[config.mk]
export PLATFORM = sky130hd
export DESIGN_NAME = encoder_8b10b
export DESIGN_NICKNAME = d
export VERILOG_FILES = /design/src/rtl/encoder_8b10b.sv
export SDC_FILE = /design/constraint.sdc
export NUM_CORES = 1
export LEC_CHECK = 0
export BUFFER_PORTS_ARGS = -buffer_cell sky130_fd_sc_hd__buf_2
export CAP_MARGIN = 20
export CELL_PAD_IN_SITES_DETAIL_PLACEMENT = 1
export CELL_PAD_IN_SITES_GLOBAL_PLACEMENT = 2
export CORE_MARGIN = 5
export CORE_UTILIZATION = 30
export DETAILED_ROUTE_END_ITERATION = 16
export PLACE_DENSITY = 0.73
export RECOVER_POWER = 25
export SLEW_MARGIN = 20
export SYNTH_ARGS = -nofsm -noshare
export SYNTH_HDL_FRONTEND = slang
export SYNTH_SLANG_ARGS = --single-unit
export TNS_END_PERCENT = 30
[constraint.sdc]
create_clock -name clk -period 9.3 [get_ports clk]
set_input_delay 0.93 -clock clk [delete_from_list [all_inputs] [get_ports clk]]
set_output_delay 0.93 -clock clk [all_outputs]
set_load 0.02 [all_outputs]
[src/rtl/encoder_8b10b.sv]
// encoder_8b10b: 8b/10b line encoder (IEEE 802.3 / JESD204B conventions).
// Input byte is HGFEDCBA. The output symbol is abcdeifghj, with bit 9 = a,
// which is transmitted first. Running disparity is tracked across symbols.
// There is a one-deep output register with a ready/valid handshake on both
// sides, so the encoder can sustain one symbol per clock.
// Optional feature macro: ENCODER_8B10B_K_CHECK_EN
//   When it is defined, an unsupported K byte raises k_err and is sent as K.28.5.
//   When it is undefined, k_err is tied low and an unsupported K byte is sent
//   as its D.x.y equivalent.
module encoder_8b10b (
    input  logic       clk,
    input  logic       rst,
    input  logic       in_valid,
    output logic       in_ready,
    input  logic [7:0] in_data,
    input  logic       in_k,
    output logic       out_valid,
    input  logic       out_ready,
    output logic [9:0] out_symbol,
    output logic       out_rd,
    output logic       k_err
);

    // 5b/6b code (abcdei) for the RD- column. The RD+ column is the bitwise
    // complement for every unbalanced code and for D.7.
    function automatic logic [5:0] enc6_rdm(input logic [4:0] x);
        logic [5:0] c;
        c = 6'b000000;
        case (x)
            5'd0:  c = 6'b100111;
            5'd1:  c = 6'b011101;
            5'd2:  c = 6'b101101;
            5'd3:  c = 6'b110001;
            5'd4:  c = 6'b110101;
            5'd5:  c = 6'b101001;
            5'd6:  c = 6'b011001;
            5'd7:  c = 6'b111000;
            5'd8:  c = 6'b111001;
            5'd9:  c = 6'b100101;
            5'd10: c = 6'b010101;
            5'd11: c = 6'b110100;
            5'd12: c = 6'b001101;
            5'd13: c = 6'b101100;
            5'd14: c = 6'b011100;
            5'd15: c = 6'b010111;
            5'd16: c = 6'b011011;
            5'd17: c = 6'b100011;
            5'd18: c = 6'b010011;
            5'd19: c = 6'b110010;
            5'd20: c = 6'b001011;
            5'd21: c = 6'b101010;
            5'd22: c = 6'b011010;
            5'd23: c = 6'b111010;
            5'd24: c = 6'b110011;
            5'd25: c = 6'b100110;
            5'd26: c = 6'b010110;
            5'd27: c = 6'b110110;
            5'd28: c = 6'b001110;
            5'd29: c = 6'b101110;
            5'd30: c = 6'b011110;
            5'd31: c = 6'b101011;
        endcase
        return c;
    endfunction

    // 3b/4b data code (fghj) for intermediate RD-. y = 7 gives the primary P7
    // code; the alternate A7 code is selected separately.
    function automatic logic [3:0] enc4_d_rdm(input logic [2:0] y);
        logic [3:0] c;
        c = 4'b0000;
        case (y)
            3'd0: c = 4'b1011;
            3'd1: c = 4'b1001;
            3'd2: c = 4'b0101;
            3'd3: c = 4'b1100;
            3'd4: c = 4'b1101;
            3'd5: c = 4'b1010;
            3'd6: c = 4'b0110;
            3'd7: c = 4'b1110;
        endcase
        return c;
    endfunction

    // 3b/4b control code (fghj) for intermediate RD-. Every entry is
    // complemented when the intermediate RD is RD+.
    function automatic logic [3:0] enc4_k_rdm(input logic [2:0] y);
        logic [3:0] c;
        c = 4'b0000;
        case (y)
            3'd0: c = 4'b1011;
            3'd1: c = 4'b0110;
            3'd2: c = 4'b1010;
            3'd3: c = 4'b1100;
            3'd4: c = 4'b1101;
            3'd5: c = 4'b0101;
            3'd6: c = 4'b1001;
            3'd7: c = 4'b0111;
        endcase
        return c;
    endfunction

    function automatic logic balanced6(input logic [5:0] c);
        return ($countones(c) == 3);
    endfunction

    function automatic logic balanced4(input logic [3:0] c);
        return ($countones(c) == 2);
    endfunction

    // Supported K set: K.28.0-7, K.23.7, K.27.7, K.29.7 and K.30.7.
    function automatic logic k_supported(input logic [7:0] b);
        return (b[4:0] == 5'd28) || (b == 8'hF7) || (b == 8'hFB) ||
               (b == 8'hFD) || (b == 8'hFE);
    endfunction

    logic       rd_q;
    logic       out_valid_q;
    logic [9:0] out_symbol_q;

    logic       accept;
    logic [7:0] enc_byte;
    logic       enc_k;
    logic       kerr_d;
    logic [4:0] x;
    logic [2:0] y;
    logic [5:0] base6;
    logic [5:0] code6;
    logic       rd_mid;
    logic       use_a7;
    logic [3:0] base4;
    logic       comp4;
    logic [3:0] code4;
    logic       rd_d;
    logic [9:0] symbol_d;

    assign in_ready   = !out_valid_q || out_ready;
    assign accept     = in_valid && in_ready;
    assign out_valid  = out_valid_q;
    assign out_symbol = out_symbol_q;
    assign out_rd     = rd_q;

    // Choose the character that is actually encoded, applying the policy for unsupported K codes.
    always_comb begin
        enc_byte = in_data;
        enc_k    = in_k;
        kerr_d   = 1'b0;
`ifdef ENCODER_8B10B_K_CHECK_EN
        if (in_k && !k_supported(in_data)) begin
            enc_byte = 8'hBC;
            kerr_d   = 1'b1;
        end
`else
        enc_k    = in_k && k_supported(in_data);
`endif
    end

    // 5b/6b sub-block: encode EDCBA against the current RD and derive the intermediate RD.
    always_comb begin
        x = enc_byte[4:0];
        // K.28 has its own 6b code; K.23/27/29/30 share the D.x 6b codes.
        base6 = (enc_k && (x == 5'd28)) ? 6'b001111 : enc6_rdm(x);
        if (rd_q && (!balanced6(base6) || (x == 5'd7)))
            code6 = ~base6;
        else
            code6 = base6;
        rd_mid = balanced6(code6) ? rd_q : !rd_q;
    end

    // 3b/4b sub-block: encode HGF against the intermediate RD and derive the final RD.
    always_comb begin
        y = enc_byte[7:5];
        // A7 avoids a run of five equal bits across the 6b/4b boundary.
        use_a7 = (y == 3'd7) &&
                 ((!rd_mid && ((x == 5'd17) || (x == 5'd18) || (x == 5'd20))) ||
                  ( rd_mid && ((x == 5'd11) || (x == 5'd13) || (x == 5'd14))));
        if (enc_k) begin
            base4 = enc4_k_rdm(y);
            comp4 = rd_mid;
        end else if (use_a7) begin
            base4 = 4'b0111;
            comp4 = rd_mid;
        end else begin
            base4 = enc4_d_rdm(y);
            // D.x.3 is balanced but still has distinct codes for each RD.
            comp4 = rd_mid && (!balanced4(base4) || (y == 3'd3));
        end
        code4    = comp4 ? ~base4 : base4;
        rd_d     = balanced4(code4) ? rd_mid : !rd_mid;
        symbol_d = {code6, code4};
    end

    // Output register and running disparity: load on accept, clear valid on drain.
    always_ff @(posedge clk) begin
        if (rst) begin
            out_valid_q  <= 1'b0;
            out_symbol_q <= 10'h000;
            rd_q         <= 1'b0;
        end else if (accept) begin
            out_valid_q  <= 1'b1;
            out_symbol_q <= symbol_d;
            rd_q         <= rd_d;
        end else if (out_ready) begin
            out_valid_q  <= 1'b0;
        end
    end

`ifdef ENCODER_8B10B_K_CHECK_EN
    logic k_err_q;

    // Error flag travels with the symbol it belongs to.
    always_ff @(posedge clk) begin
        if (rst)
            k_err_q <= 1'b0;
        else if (accept)
            k_err_q <= kerr_d;
    end

    assign k_err = k_err_q;
`else
    assign k_err = 1'b0;

    logic unused_kerr;
    assign unused_kerr = kerr_d;
`endif

endmodule

==> results by group <==
Run status
  – Outcome: completed

Layout
  – Layout net count: between 200 and 300
  – Final core occ: 35.3%
  – P&R area growth vs syn: 16.0%
  – ANT cells: 0
  – Non-Filler Instances: 300
  – Share of layout cells above drive strength 1: 22.4%

Yosys
  – Mapped Nets: 239
  – Ys async rst share: 0%
  – EDFF count, synth: 0
  – Top cells by area, synth: dfxtp_1 (15%), ha_1 (12%), fa_1 (8.5%), nand2_1 (4.3%), xor2_1 (3.7%)
  – Largest family of logic cells by synthesized area: simple AND/OR/NAND/NOR gates
  – Cell with the most instances after synthesis: nand2_1
  – Flops & latches, synth: 12
  – Synth Area per Inst: a little over 8 um2
  – Synth area leader: dfxtp_1
  – Ys Warns: 0
  – Synth unique cells: 59
  – Post-Synth Adder-Cell Area: roughly 20%
  – Register area share after synthesis: roughly 15%
  – Simple-gate portion of the synthesized area: between 20% and 30%
  – Synthesized area: around 1700 um2
  – XOR/XNOR Fraction of Synth Area: ~8%
  – Post-synthesis mux area share: 5.68%
  – Mapped Cells: roughly 200
  – Post-synth top flop: dfxtp_1
  – Area share of the largest cell type after synthesis: 14.5%
  – Compound-cell area share of the yosys netlist: 21.1%
  – Top cells by count, synth: nand2_1 (19), ha_1 (16), inv_1 (16), nor2_1 (16), dfxtp_1 (12)

Floorplanning
  – # rows: 27
  – IO Pins: 27
  – Die height: about 84 um
  – Initial Util: approximately 30%
  – Core box area: about 5400 um2
  – Die X: 84.2 um
  – Die Area: about 7100 um2

Drt
  – Final ANT Viol Nets: 0
  – DRT Pass-1 Iters: 4
  – Routed Wire Length: 4170 um
  – Total number of vias: between 1000 and 1500
  – WL per Instance: 13.9 um
  – Post-DR vias/cell: roughly 5.0
  – Residual DRC: 0
  – Detailed Route Iter0 Violations: 26

Power
  – Leak Pwr: 0.843 nW
  – Switching portion of total power: about 45%
  – Sequential share of power: 14.4%
  – Pwr dens: ~250 nW/um2
  – Combinational Power Share: 75.8%
  – Pwr Total: between 0.0004 and 0.0005 W
  – Sw Pwr: between 0.0002 and 0.00025 W
  – Cell internal pwr: around 0.00026 W
  – Clock power share: 9.8%
  – VDD IR-drop max: 0.0866 mV

Placed design
  – GPL Wtd Cong: 0.834
  – Placement Setup Slack: around 0.031 ns
  – Port-buffer cells: 25
  – Post-DP HPWL: roughly 3400 um
  – Dpl cells: roughly 300

Setup path
  – Slowest stage delay, CP: between 0.5 and 0.6 ns
  – CP dominant cell by count: inv_1
  – Worst Path Arrival: 9.00 ns
  – Setup crit end kind: flop
  – Crit start category: input pin
  – Worst setup path class: in2reg
  – CP max FO: 6
  – CP max-delay cell: fa_1
  – WP data required: between 9 and 10 ns

Clocking
  – CTS Buf Count: 3
  – Maximum clock path buffer count: 2
  – TritonCTS clock tree: done
  – Hold-fix buffers at CTS: 0
  – Clock slew at reported path FFs: 0.05 ns
  – Clk_lat worst skew: 0.24 ns
  – Root Driver: clkbuf_8
  – CTS Sinks: 12
  – H-tree depth: 1

Global routing
  – Total gr overflow: 0
  – GR Util All Layers: about an eighth
  – Vias in the first global route: ~1500
  – Largest net degree at the start of global routing: 16
  – Antenna violations before repair: 0
  – First-pass GRT wire length: around 7100 um

STA
  – Fin crit share: 95.0%
  – Setup TNS: 0 ns
  – Clock Skews: roughly 0.0018 ns
  – Final Max Tran Viols: 0
  – Fmax: between 100 and 150 MHz
  – RSZ-0062 raised after global routing: false
  – Final hold vios: 0
  – Minimum clock period: 8.83 ns
  – Final WS setup: roughly 0.47 ns
  – Setup-failing EPs final: 0

Job
  – Maxcap violations: 0

Hold path
  – Min-delay worst type: reg2reg
path summary, 6_finish.rpt:
path            startpoint  slack (ns)  cells after the start       endpoint
max             in_data[0]        0.47                     35         out_rd
min          out_symbol[7]        0.45                      2  out_symbol[7]
max reg2reg         out_rd        3.87                     22         out_rd
min reg2reg  out_symbol[7]        0.45                      2  out_symbol[7]
flip-flops by register name, indices dropped and copies added, names as in the netlist:
| register | flops |
|---|---|
| out_rd | 1 |
| out_valid | 1 |
| out_symbol | 10 |
what timing repair did:
item / in CTS / in global routing
gates resized for setup: 0 / 5
buffers inserted: 0 / 1
setup endpoints to repair: 0 / 1
critical path, delay by kind of cell:
kind / cells / cell delay [ns]
buffers and inverters: 9 / 0.68
and+or+nand+nor: 3 / 0.72
AOI/OAI and AO/OA: 6 / 1.36
xor gates and xnor gates: 4 / 0.76
muxes: 1 / 0.28
adders and majority gates: 12 / 4.26
placed cells by master (no fill, tap or decap), drive strengths merged, types with 5 or more instances in the layout:
master / n
a21oi: 11
buf: 29
clkbuf: 8
dfxtp: 12
fa: 7
ha: 16
inv: 18
mux2i: 6
nand2: 19
nand3: 7
nor2: 17
o21ai: 8
xnor2: 5
xor2: 8
kinds of logic after synthesis:
| logic type | count (synthesis) |
|---|---|
| DFF | 12 |
| and+or+nand+nor | 69 |
| buffers and inverters | 30 |
| xor gates and xnor gates | 13 |
| other | 1 |
| AOI/OAI and AO/OA | 47 |
| muxes | 8 |
| adders and majority gates | 23 |
layout make-up:
cell class / count / area [um2]
clock buffer: 3 / 41.3
fill: 703 / 3520
inverter: 18 / 67.6
multi-input combinational: 161 / 1290
sequential: 12 / 240
tap: 72 / 90.1
timing repair buffer: 34 / 186
per-stage QoR:
step	hold WS (ns)	area, um2
floorplan	0.530	1650
global placement	0.437	1860
detailed placement	0.449	1860
CTS	0.456	1900
global route	0.467	1920
finish	0.454	1920
metal layers:
layer | vias to the layer above | global-route usage (%) | routed length, um
met4 | 0 | 3.95 | 57
met3 | 6 | 1.08 | 155
met5 | - | 0 | 0
met2 | 25 | 20.5 | 1910
met1 | 707 | 15.7 | 2040
li1 | 749 | - | -
power by group through the flow:
stage                     registers [W]  clock network [W]  logic, W
after CTS                     0.0000693          0.0000494  0.000343
after global routing          0.0000709          0.0000504  0.000410
after detailed placement      0.0000702                  0  0.000342
after floorplan               0.0000824                  0  0.000233
final                         0.0000690          0.0000468  0.000362
after global placement        0.0000697                  0  0.000331
Power figures use the tool's default switching activity.
